[src/rtl/video_out_pkg.sv]
// Shared constants, pixel type and region decode for the video output stage.
package video_out_pkg;

  localparam int H_TOTAL      = 1280 + 110 + 40 + 220;
  localparam int V_TOTAL      = 720 + 5 + 5 + 20;
  localparam int PIX_PER_WORD = 4;
  localparam int PIX_STRIDE   = 32;

  typedef logic [23:0] pix_t;

  // Returns {in_active, in_sync} for a counter position within one axis.
  function automatic logic [1:0] region_decode(input logic [15:0] cnt,
                                               input logic [15:0] active,
                                               input logic [15:0] fp,
                                               input logic [15:0] sync);
    logic de;
    logic sy;
    de = (cnt < active);
    sy = (cnt >= active + fp) && (cnt < active + fp + sync);
    return {de, sy};
  endfunction

endpackage

[src/rtl/video_timing_cnt.sv]
// Horizontal/vertical raster counters with frame-boundary run control and region decode.
module video_timing_cnt
  import video_out_pkg::*;
#(
  parameter int H_ACTIVE = 1280,
  parameter int H_FP     = 110,
  parameter int H_SYNC   = 40,
  parameter int H_BP     = 220,
  parameter int V_ACTIVE = 720,
  parameter int V_FP     = 5,
  parameter int V_SYNC   = 5,
  parameter int V_BP     = 20
) (
  input  logic clk,
  input  logic rst,
  input  logic enable,
  output logic de_c,
  output logic hs,
  output logic vs,
  output logic sof,
  output logic run
);

  localparam int H_TOT = H_ACTIVE + H_FP + H_SYNC + H_BP;
  localparam int V_TOT = V_ACTIVE + V_FP + V_SYNC + V_BP;
  localparam int HW    = $clog2(H_TOT);
  localparam int VW    = $clog2(V_TOT);
  localparam logic [HW-1:0] H_LAST = HW'(H_TOT - 1);
  localparam logic [VW-1:0] V_LAST = VW'(V_TOT - 1);
  localparam logic [VW-1:0] V_SOF  = VW'(V_ACTIVE + V_FP);

  logic [HW-1:0] h_cnt;
  logic [VW-1:0] v_cnt;
  logic          running;
  logic          at_origin;
  logic [1:0]    h_reg;
  logic [1:0]    v_reg;

  // enable only takes effect at the frame origin; elsewhere the stored state holds,
  // so a stopped raster parks both counters at 0.
  assign at_origin = (h_cnt == '0) && (v_cnt == '0);
  assign run       = at_origin ? enable : running;

  always_ff @(posedge clk) begin
    if (rst) begin
      h_cnt   <= '0;
      v_cnt   <= '0;
      running <= 1'b0;
    end else begin
      running <= run;
      if (run) begin
        if (h_cnt == H_LAST) begin
          h_cnt <= '0;
          v_cnt <= (v_cnt == V_LAST) ? '0 : v_cnt + 1'b1;
        end else begin
          h_cnt <= h_cnt + 1'b1;
        end
      end
    end
  end

  assign h_reg = region_decode(16'(h_cnt), 16'(H_ACTIVE), 16'(H_FP), 16'(H_SYNC));
  assign v_reg = region_decode(16'(v_cnt), 16'(V_ACTIVE), 16'(V_FP), 16'(V_SYNC));

  assign de_c = h_reg[1] & v_reg[1] & run;
  assign hs   = h_reg[0];
  assign vs   = v_reg[0];
  assign sof  = run && (h_cnt == '0) && (v_cnt == V_SOF);

endmodule

[src/rtl/video_out_timing.sv]
// Raster output stage: unpacks 4-pixel FIFO words onto a timed video bus.
module video_out_timing
  import video_out_pkg::*;
#(
  parameter int   H_ACTIVE   = 1280,
  parameter int   H_FP       = 110,
  parameter int   H_SYNC     = 40,
  parameter int   H_BP       = 220,
  parameter int   V_ACTIVE   = 720,
  parameter int   V_FP       = 5,
  parameter int   V_SYNC     = 5,
  parameter int   V_BP       = 20,
  parameter pix_t FILL_COLOR = 24'h000000,
  parameter int   DATA_WIDTH = 128
) (
  input  logic                  video_clk,
  input  logic                  video_rst,
  input  logic                  enable,
  input  logic                  fifo_rd_valid,
  input  logic [DATA_WIDTH-1:0] fifo_rd_data,
  output logic                  fifo_rd_en,
  output logic                  frame_start,
  output logic                  video_vsync,
  output logic                  video_href,
  output logic                  video_de,
  output logic [23:0]           video_data,
  output logic                  underflow
);

  logic de_c;
  logic hs;
  logic vs;
  logic sof;
  logic run;

  video_timing_cnt #(
    .H_ACTIVE (H_ACTIVE),
    .H_FP     (H_FP),
    .H_SYNC   (H_SYNC),
    .H_BP     (H_BP),
    .V_ACTIVE (V_ACTIVE),
    .V_FP     (V_FP),
    .V_SYNC   (V_SYNC),
    .V_BP     (V_BP)
  ) u_cnt (
    .clk    (video_clk),
    .rst    (video_rst),
    .enable (enable),
    .de_c   (de_c),
    .hs     (hs),
    .vs     (vs),
    .sof    (sof),
    .run    (run)
  );

  logic [1:0] pix_sel_p0;
  logic       word_ok_p0;
  logic       word_ok_c;
  pix_t       pix_c;

  // The slot's go/no-go is decided by FIFO validity on its first pixel only.
  assign word_ok_c = (pix_sel_p0 == 2'd0) ? fifo_rd_valid : word_ok_p0;

  always_comb begin
    pix_c = '0;
    if (de_c) begin
      pix_c = word_ok_c ? fifo_rd_data[{pix_sel_p0, 5'd0} +: 24] : FILL_COLOR;
    end
  end

  assign fifo_rd_en = de_c & (pix_sel_p0 == 2'd3) & word_ok_p0 & ~video_rst;

  // Stage p0 -> registered video outputs
  always_ff @(posedge video_clk) begin
    if (video_rst) begin
      pix_sel_p0  <= 2'd0;
      word_ok_p0  <= 1'b0;
      underflow   <= 1'b0;
      video_de    <= 1'b0;
      video_href  <= 1'b0;
      video_vsync <= 1'b0;
      frame_start <= 1'b0;
      video_data  <= '0;
    end else begin
      pix_sel_p0 <= de_c ? pix_sel_p0 + 2'd1 : 2'd0;
      if (de_c && (pix_sel_p0 == 2'd0)) begin
        word_ok_p0 <= fifo_rd_valid;
        if (!fifo_rd_valid) underflow <= 1'b1;
      end
      video_de    <= de_c;
      video_href  <= hs & run;
      video_vsync <= vs & run;
      frame_start <= sof;
      video_data  <= pix_c;
    end
  end

endmodule

[config.mk]
export PLATFORM = sky130hd
export DESIGN_NAME = video_out_timing
export DESIGN_NICKNAME = d
export VERILOG_FILES = /design/src/rtl/video_out_pkg.sv /design/src/rtl/video_timing_cnt.sv /design/src/rtl/video_out_timing.sv
export SDC_FILE = /design/constraint.sdc
export NUM_CORES = 1
export LEC_CHECK = 0
export ABC_CLOCK_PERIOD_IN_PS = 5250
export CORE_MARGIN = 4
export CORE_UTILIZATION = 43
export CTS_CLUSTER_SIZE = 28
export DETAILED_ROUTE_END_ITERATION = 10
export PLACE_DENSITY = 0.95
export SYNTH_ARGS = -nofsm -noshare
export SYNTH_HDL_FRONTEND = slang
export SYNTH_HIERARCHICAL = 1
export SYNTH_SLANG_ARGS = --single-unit
[constraint.sdc]
create_clock -name video_clk -period 5.25 [get_ports video_clk]
set_input_delay 1.575 -clock video_clk [delete_from_list [all_inputs] [get_ports video_clk]]
set_output_delay 1.575 -clock video_clk [all_outputs]
set_load 0.05 [all_outputs]
==> results of run 1 <==
[how the worst max path moves through the flow]
stage | slack (ns) | depth (start not counted) | to | from
6_report | 0.30 | 7 | fifo_rd_en | enable
3_3_place_gp | 0.33 | 7 | fifo_rd_en | enable
3_5_place_dp | 0.29 | 7 | fifo_rd_en | enable
5_1_grt | 0.18 | 7 | fifo_rd_en | enable
4_1_cts | 0.29 | 7 | fifo_rd_en | enable
2_1_floorplan | 0.72 | 6 | fifo_rd_en | enable
[per-stage QoR]
stage	cells	utilization	worst slack (ns)	power [µW]
after floorplan	294	-	0.724	661
after global placement	503	0.638	0.333	770
after detailed placement	503	0.638	0.295	783
after CTS	511	0.651	0.285	1020
after global routing	511	0.651	0.176	1060
final	511	0.651	0.304	1000
[cells in the final DEF, fill, tap and decap left out, types with 2 or more instances in the layout]
cell type and n:
a211o_1 2, a21oi_1 13, a31oi_1 3, and2_1 3
and3_1 29, and3b_1 2, and4_1 2, and4b_1 2
buf_4 4, clkbuf_8 5, clkdlybuf4s50_1 128, dfxtp_1 54
ha_1 9, inv_1 14, mux4_1 5, mux4_2 19
nand2_1 12, nand2b_1 3, nand3_1 14, nand3b_1 2
nand4_1 9, nand4b_1 2, nor2_1 23, nor2b_1 2
nor3_1 8, o211ai_1 3, o21ai_0 12, o32ai_2 2
or4_4 2, xnor2_1 5, xor2_1 2
[flip-flops by register name, summed over array words and instances, names as in the netlist]
name	count
frame_start	1
pix_sel_p0	2
u_cnt/h_cnt	11
u_cnt/running	1
u_cnt/v_cnt	10
underflow	1
video_data	24
video_de	1
video_href	1
video_vsync	1
word_ok_p0	1
[area by class of cell]
type / count / area [µm²]
clock buffer: 5 / 68.8
clock inverter: 3 / 21.3
fill: 506 / 2370
inverter: 14 / 52.6
multi-input combinational: 206 / 1750
sequential: 54 / 1080
tap: 96 / 120
timing repair buffer: 133 / 1330
[power groups by stage]
stage | Clock [µW] | Combinational (µW) | Sequential [µW]
final | 234 | 325 | 446
after global placement | 0 | 316 | 454
after global routing | 265 | 346 | 449
after floorplan | 0 | 158 | 503
after detailed placement | 0 | 328 | 455
after CTS | 242 | 328 | 446
[routing by layer]
layer / global-route usage / part of all wire / vias to the layer above
met4: 0.0916 / 0.032 / 0
met1: 0.223 / 0.35 / 1329
li1: - / - / 1336
met2: 0.402 / 0.55 / 127
met5: 0 / 0 / -
met3: 0.0468 / 0.066 / 19
[worst reg2reg max path, stage by stage, from the launching register on]
cell and delay, ns:
dfxtp_1 0.42, or4_4 0.61, or4_4 0.54, o21ai_4 0.22, and2_1 0.32, nor2_1 0.14
and2b_1 0.19, buf_4 0.20, and3_1 0.18
[kinds of logic (layout without fill, tap and decap cells)]
| group | after synthesis | after routing |
|---|---|---|
| adder cells (fa/ha/maj) | 9 | 9 |
| flip-flops | 54 | 54 |
| AND/OR/NAND/NOR | 123 | 123 |
| AO/OA/AOI/OAI | 42 | 42 |
| buffers and inverters | 34 | 155 |
| multiplexers | 25 | 25 |
| XOR/XNOR | 7 | 7 |
==> impl_metrics.py, run 1 <==
metrics = {
    "run_status": {
        "status": "complete, no violations",
    },
    "power_and_ir_drop": {
        "vdd_ir_drop_max_mv": 0.123,
        "power.density_nw_per_um2": 227,
        "power_frac_comb": 0.323,
        "p_switching_uw": 307,
        "internal_power_uw": 697,
        "clkPwrFrac": 0.233,
        "power_leakage_uw": 0.00163,
        "swShare": 0.306,
        "pwr-share-seq": 0.444,
    },
    "logic_synthesis": {
        "synth_area_um2": 3010,
        "synth_xor_area_frac": 0.0203,
        "yosysTopAreaCell": "dfxtp_1",
        "synth.top_cells.by_area": "dfxtp_1, mux4_2, and3_1, mux4_1, ha_1",
        "synth_edf_count": 0,
        "yosys.area_share.adder": 0.0374,
        "syn_inst": 294,
        "yosysSeqAreaShare": 0.359,
        "netlist_top_cells_count": "dfxtp_1, and3_1, nor2_1, mux4_2",
        "yosysMostFrequentCell": "dfxtp_1",
        "synth_top_family_by_area": "simple AND/OR/NAND/NOR gates",
        "yosysTopAreaCellShare": 0.359,
        "synth.distinct_cells": 50,
        "synth-compound-area-share": 0.0947,
        "synth_seq_cells": 54,
        "yosysWarnings": 6,
        "synth_ff_type": "dfxtp_1",
        "yosys.area_share.simple": 0.239,
        "muxShareOfSynthArea": 0.189,
        "syn_avg_cell_area_um2": 10.2,
        "syn_nets": 435,
        "async_flop_share": 0,
    },
    "setup_path": {
        "critical_path.top_delay_family": "simple AND/OR/NAND/NOR gates",
        "slowest_delay_ns": 0.48,
        "regToRegSetupSlack_ns": 2.34,
        "crit_fanout": 7,
        "r2r_cells": 8,
        "path_buf_inv": 2,
        "arrival_ns": 3.37,
        "worst_ep_required_time_ns": 3.68,
        "r2r-end": "video_data[11]$_SDFF_PP0_",
        "critPathCaptureType": "output port",
        "criticalPathCategory": "in -> out",
        "cpMaxStageDelayCell": "clkdlybuf4s50_1",
        "path_cells": "clkdlybuf4s50_1 > nand3_1 > and2_1 > nor2_1 > and2b_1 > and3_1 > buf_12",
        "critPathLaunchType": "input port",
        "r2r_start": "u_cnt/h_cnt[2]$_SDFFE_PP0P_",
    },
    "die": {
        "start_util": 0.443,
        "ios": 162,
        "die_area_um2": 8410,
        "chipWidth_um": 91.7,
        "placementRows": 30,
        "coreArea_um2": 6790,
        "die_h_um": 91.7,
    },
    "final_layout": {
        "drive_gt1_frac": 0.0988,
        "nNetsFinal": 555,
        "design_area_um2": 4420,
        "syn_to_final_growth_pct": 46.8,
        "antennaDiodeCount": 0,
    },
    "route": {
        "detail_route.wl_per_cell_um": 17.6,
        "drc": 0,
        "first_iter_violations": 113,
        "viasPerCell": 5.50,
        "drt_wl_total_um": 8980,
        "postRouteAntennaNets": 0,
        "num_vias": 2811,
        "first_pass_iters": 5,
    },
    "worst_hold_path": {
        "min_path_cells": 2,
        "hold_class": "reg -> reg",
        "min-delay-start": "underflow$_SDFFE_PP0P_",
        "min_to": "underflow$_SDFFE_PP0P_",
    },
    "cts": {
        "htreeDepth": 2,
        "cts.clk_slew.worst_paths_ns": 0.10,
        "clock_latency_ns": 0.31,
        "hold_buffers": 0,
        "cts_resized": 0,
        "cts.sinks": 54,
        "numCtsBuffers": 5,
        "root_buffer": "clkbuf_8",
        "cts_setup_buffers": 0,
        "cts_tree": "done",
        "cts_max_path_buffers": 2,
    },
    "timing": {
        "tns_ns": 0,
        "hold_viol": 0,
        "fmaxAchievable_ghz": 0.202,
        "max_slew_margin": 0.636,
        "slew_viol_final": 0,
        "worst_slew_pin_slew_ns": 0.543,
        "hold_slack_ns": 0.464,
        "final.setup_skew_ns": 0.0103,
        "min_period_over_period": 0.942,
        "layout_min_cycle_time_ns": 4.95,
        "setup_violations": 0,
        "rsz0062_at_grt": "false",
    },
    "global_route": {
        "grt_overflow": 0,
        "grt_pass1_vias": 2919,
        "track_usage": 0.212,
        "grt_max_degree": 28,
        "grt_pass1_wl_um": 14200,
        "antenna_found_initial": 0,
    },
    "run": {
        "maxCapViolCount": 0,
    },
    "placement": {
        "place_hpwl_um": 7260,
        "place_area_um2": 4330,
        "gp_congestion": 0.903,
        "port_buffers": 129,
    },
}
Note: power is estimated with default switching activity, not from simulation.
==> run 2, diff against run 1 <==
--- a/config.mk
+++ b/config.mk
@@ -5,7 +5,7 @@
 export SDC_FILE = /design/constraint.sdc
 export NUM_CORES = 1
 export LEC_CHECK = 0
-export ABC_CLOCK_PERIOD_IN_PS = 5250
+export ABC_CLOCK_PERIOD_IN_PS = 6200
 export CORE_MARGIN = 4
 export CORE_UTILIZATION = 43
 export CTS_CLUSTER_SIZE = 28
==> constraint.sdc (replaced) <==
create_clock -name video_clk -period 6.2 [get_ports video_clk]
set_input_delay 1.86 -clock video_clk [delete_from_list [all_inputs] [get_ports video_clk]]
set_output_delay 1.86 -clock video_clk [all_outputs]
set_load 0.05 [all_outputs]
==> run 2 against run 1 <==
Effect of this change:
- sequential cell count stayed put
- register-to-register slack improved by 0.91 ns
- core utilization rose by 0.11 points
- routed wire length up 0.80%
- global-route usage about the same
- via count increased by 2.2%
==> impl_metrics.py, run 2 (synthesized netlist as in run 1, its figures left out) <==
metrics = {
    "run_status": {
        "status": "complete, no violations",
    },
    "die": {
        "die_area_um2": 8410,
        "ios": 162,
        "coreArea_um2": 6790,
        "chipWidth_um": 91.7,
        "start_util": 0.443,
        "die_h_um": 91.7,
        "placementRows": 30,
    },
    "route": {
        "detail_route.wl_per_cell_um": 17.7,
        "viasPerCell": 5.63,
        "postRouteAntennaNets": 0,
        "drt_wl_total_um": 9050,
        "first_iter_violations": 139,
        "first_pass_iters": 5,
        "drc": 0,
        "num_vias": 2873,
    },
    "final_layout": {
        "final_common_cell": "clkdlybuf4s50_1",
        "reg_top3": "video_data (24), u_cnt/h_cnt (11), u_cnt/v_cnt (10)",
        "largest_reg_flops": 24,
        "syn_to_final_growth_pct": 47.1,
        "multi_input_area_um2": 1750,
        "fillers": 499,
        "drive_gt1_frac": 0.0966,
        "regMostFlops": "video_data",
        "nNetsFinal": 554,
        "antennaDiodeCount": 0,
        "final_cell_mix": "clkdlybuf4s50_1, dfxtp_1, and3_1",
        "regArea_um2": 1080,
        "stdcell_count": 510,
    },
    "placement": {
        "port_buffers": 129,
        "placedCellCount": 502,
        "place_hpwl_um": 7320,
        "gp_congestion": 0.899,
    },
    "timing": {
        "layout_min_cycle_time_ns": 5.55,
        "max_slew_margin": 0.292,
        "worst_slew_pin_slew_ns": 1.06,
        "tns_ns": 0,
        "slew_viol_final": 0,
        "hold_viol": 0,
        "min_period_over_period": 0.895,
        "fmaxAchievable_ghz": 0.180,
        "rsz0062_at_grt": "false",
        "final.setup_skew_ns": 0.0117,
        "setup_violations": 0,
    },
    "power_and_ir_drop": {
        "clkPwrFrac": 0.250,
        "power.density_nw_per_um2": 196,
        "pwr-share-seq": 0.439,
        "power_frac_comb": 0.312,
        "p_switching_uw": 257,
        "swShare": 0.295,
        "vdd_ir_drop_max_mv": 0.116,
        "power_leakage_uw": 0.00164,
        "internal_power_uw": 613,
    },
    "cts": {
        "htreeDepth": 2,
        "clock_latency_ns": 0.30,
        "root_buffer": "clkbuf_8",
        "cts_resized": 0,
        "cts_setup_buffers": 0,
        "cts.sinks": 54,
        "cts_max_path_buffers": 2,
        "hold_buffers": 0,
        "numCtsBuffers": 5,
        "cts.clk_slew.worst_paths_ns": 0.10,
        "cts_tree": "done",
    },
    "setup_path": {
        "worst_ep_required_time_ns": 4.34,
        "regToRegSetupSlack_ns": 3.25,
        "arrival_ns": 3.69,
        "crit_fanout": 7,
        "critPathCaptureType": "output port",
        "critPathLaunchType": "input port",
        "r2r-end": "video_data[18]$_SDFF_PP0_",
        "r2r_start": "u_cnt/h_cnt[2]$_SDFFE_PP0P_",
        "r2r_cells": 8,
        "criticalPathCategory": "in -> out",
    },
    "worst_hold_path": {
        "min_to": "underflow$_SDFFE_PP0P_",
        "min_path_cells": 2,
        "hold_class": "reg -> reg",
        "min-delay-start": "underflow$_SDFFE_PP0P_",
    },
    "global_route": {
        "grt_pass1_wl_um": 14300,
        "track_usage": 0.212,
        "grt_max_degree": 28,
        "grt_pass1_vias": 2938,
        "antenna_found_initial": 0,
        "grt_overflow": 0,
    },
    "run": {
        "maxCapViolCount": 0,
    },
}
## run 2: metal layers
layer,global-route usage,part of all wire
met2,0.409,0.54
met3,0.0541,0.083
met5,0,0
met1,0.216,0.34
met4,0.0829,0.033
## run 2: power by group through the flow
stage	clock (µW)	combinational [µW]	sequential, µW
floorplan	0	134	426
finish	217	271	382
global placement	0	262	388
detailed placement	0	272	389
CTS	224	273	382
global route	240	288	384
## run 2: worst max-delay path by stage
| stage | from | endpoint | slack (ns) | cells past startpoint |
|---|---|---|---|---|
| global placement | enable | fifo_rd_en | 0.75 | 7 |
| detailed placement | enable | fifo_rd_en | 0.67 | 7 |
| floorplan | enable | fifo_rd_en | 1.10 | 6 |
| finish | enable | fifo_rd_en | 0.65 | 7 |
| CTS | enable | fifo_rd_en | 0.66 | 7 |
| global route | enable | fifo_rd_en | 0.57 | 7 |
## run 2: metrics by stage
stage / utilization / power [µW] / setup WS, ns / hold slack [ns] / area (µm²)
2_1_floorplan: - / 560 / 1.10 / 0.494 / 3010
3_3_place_gp: 0.637 / 651 / 0.746 / 0.435 / 4330
3_5_place_dp: 0.637 / 662 / 0.671 / 0.445 / 4330
4_1_cts: 0.652 / 879 / 0.660 / 0.460 / 4430
5_1_grt: 0.652 / 913 / 0.571 / 0.480 / 4430
6_report: 0.652 / 870 / 0.649 / 0.455 / 4430
## run 2: layout make-up
class | instances | area share
multi-input cells | 206 | 0.395
repair buffers | 132 | 0.299
flip-flops and latches | 54 | 0.244
well taps | 96 | 0.0271
clock buffers | 7 | 0.0217
inverters | 14 | 0.0119
clock inverters | 1 | 0.00198
## run 2: critical path, cell delays in order
cell and delay (ns):
clkdlybuf4s50_1 0.48, nand3_1 0.21, and2_1 0.34, nor2_1 0.24, and2b_1 0.19, and3_1 0.22
buf_12 0.15
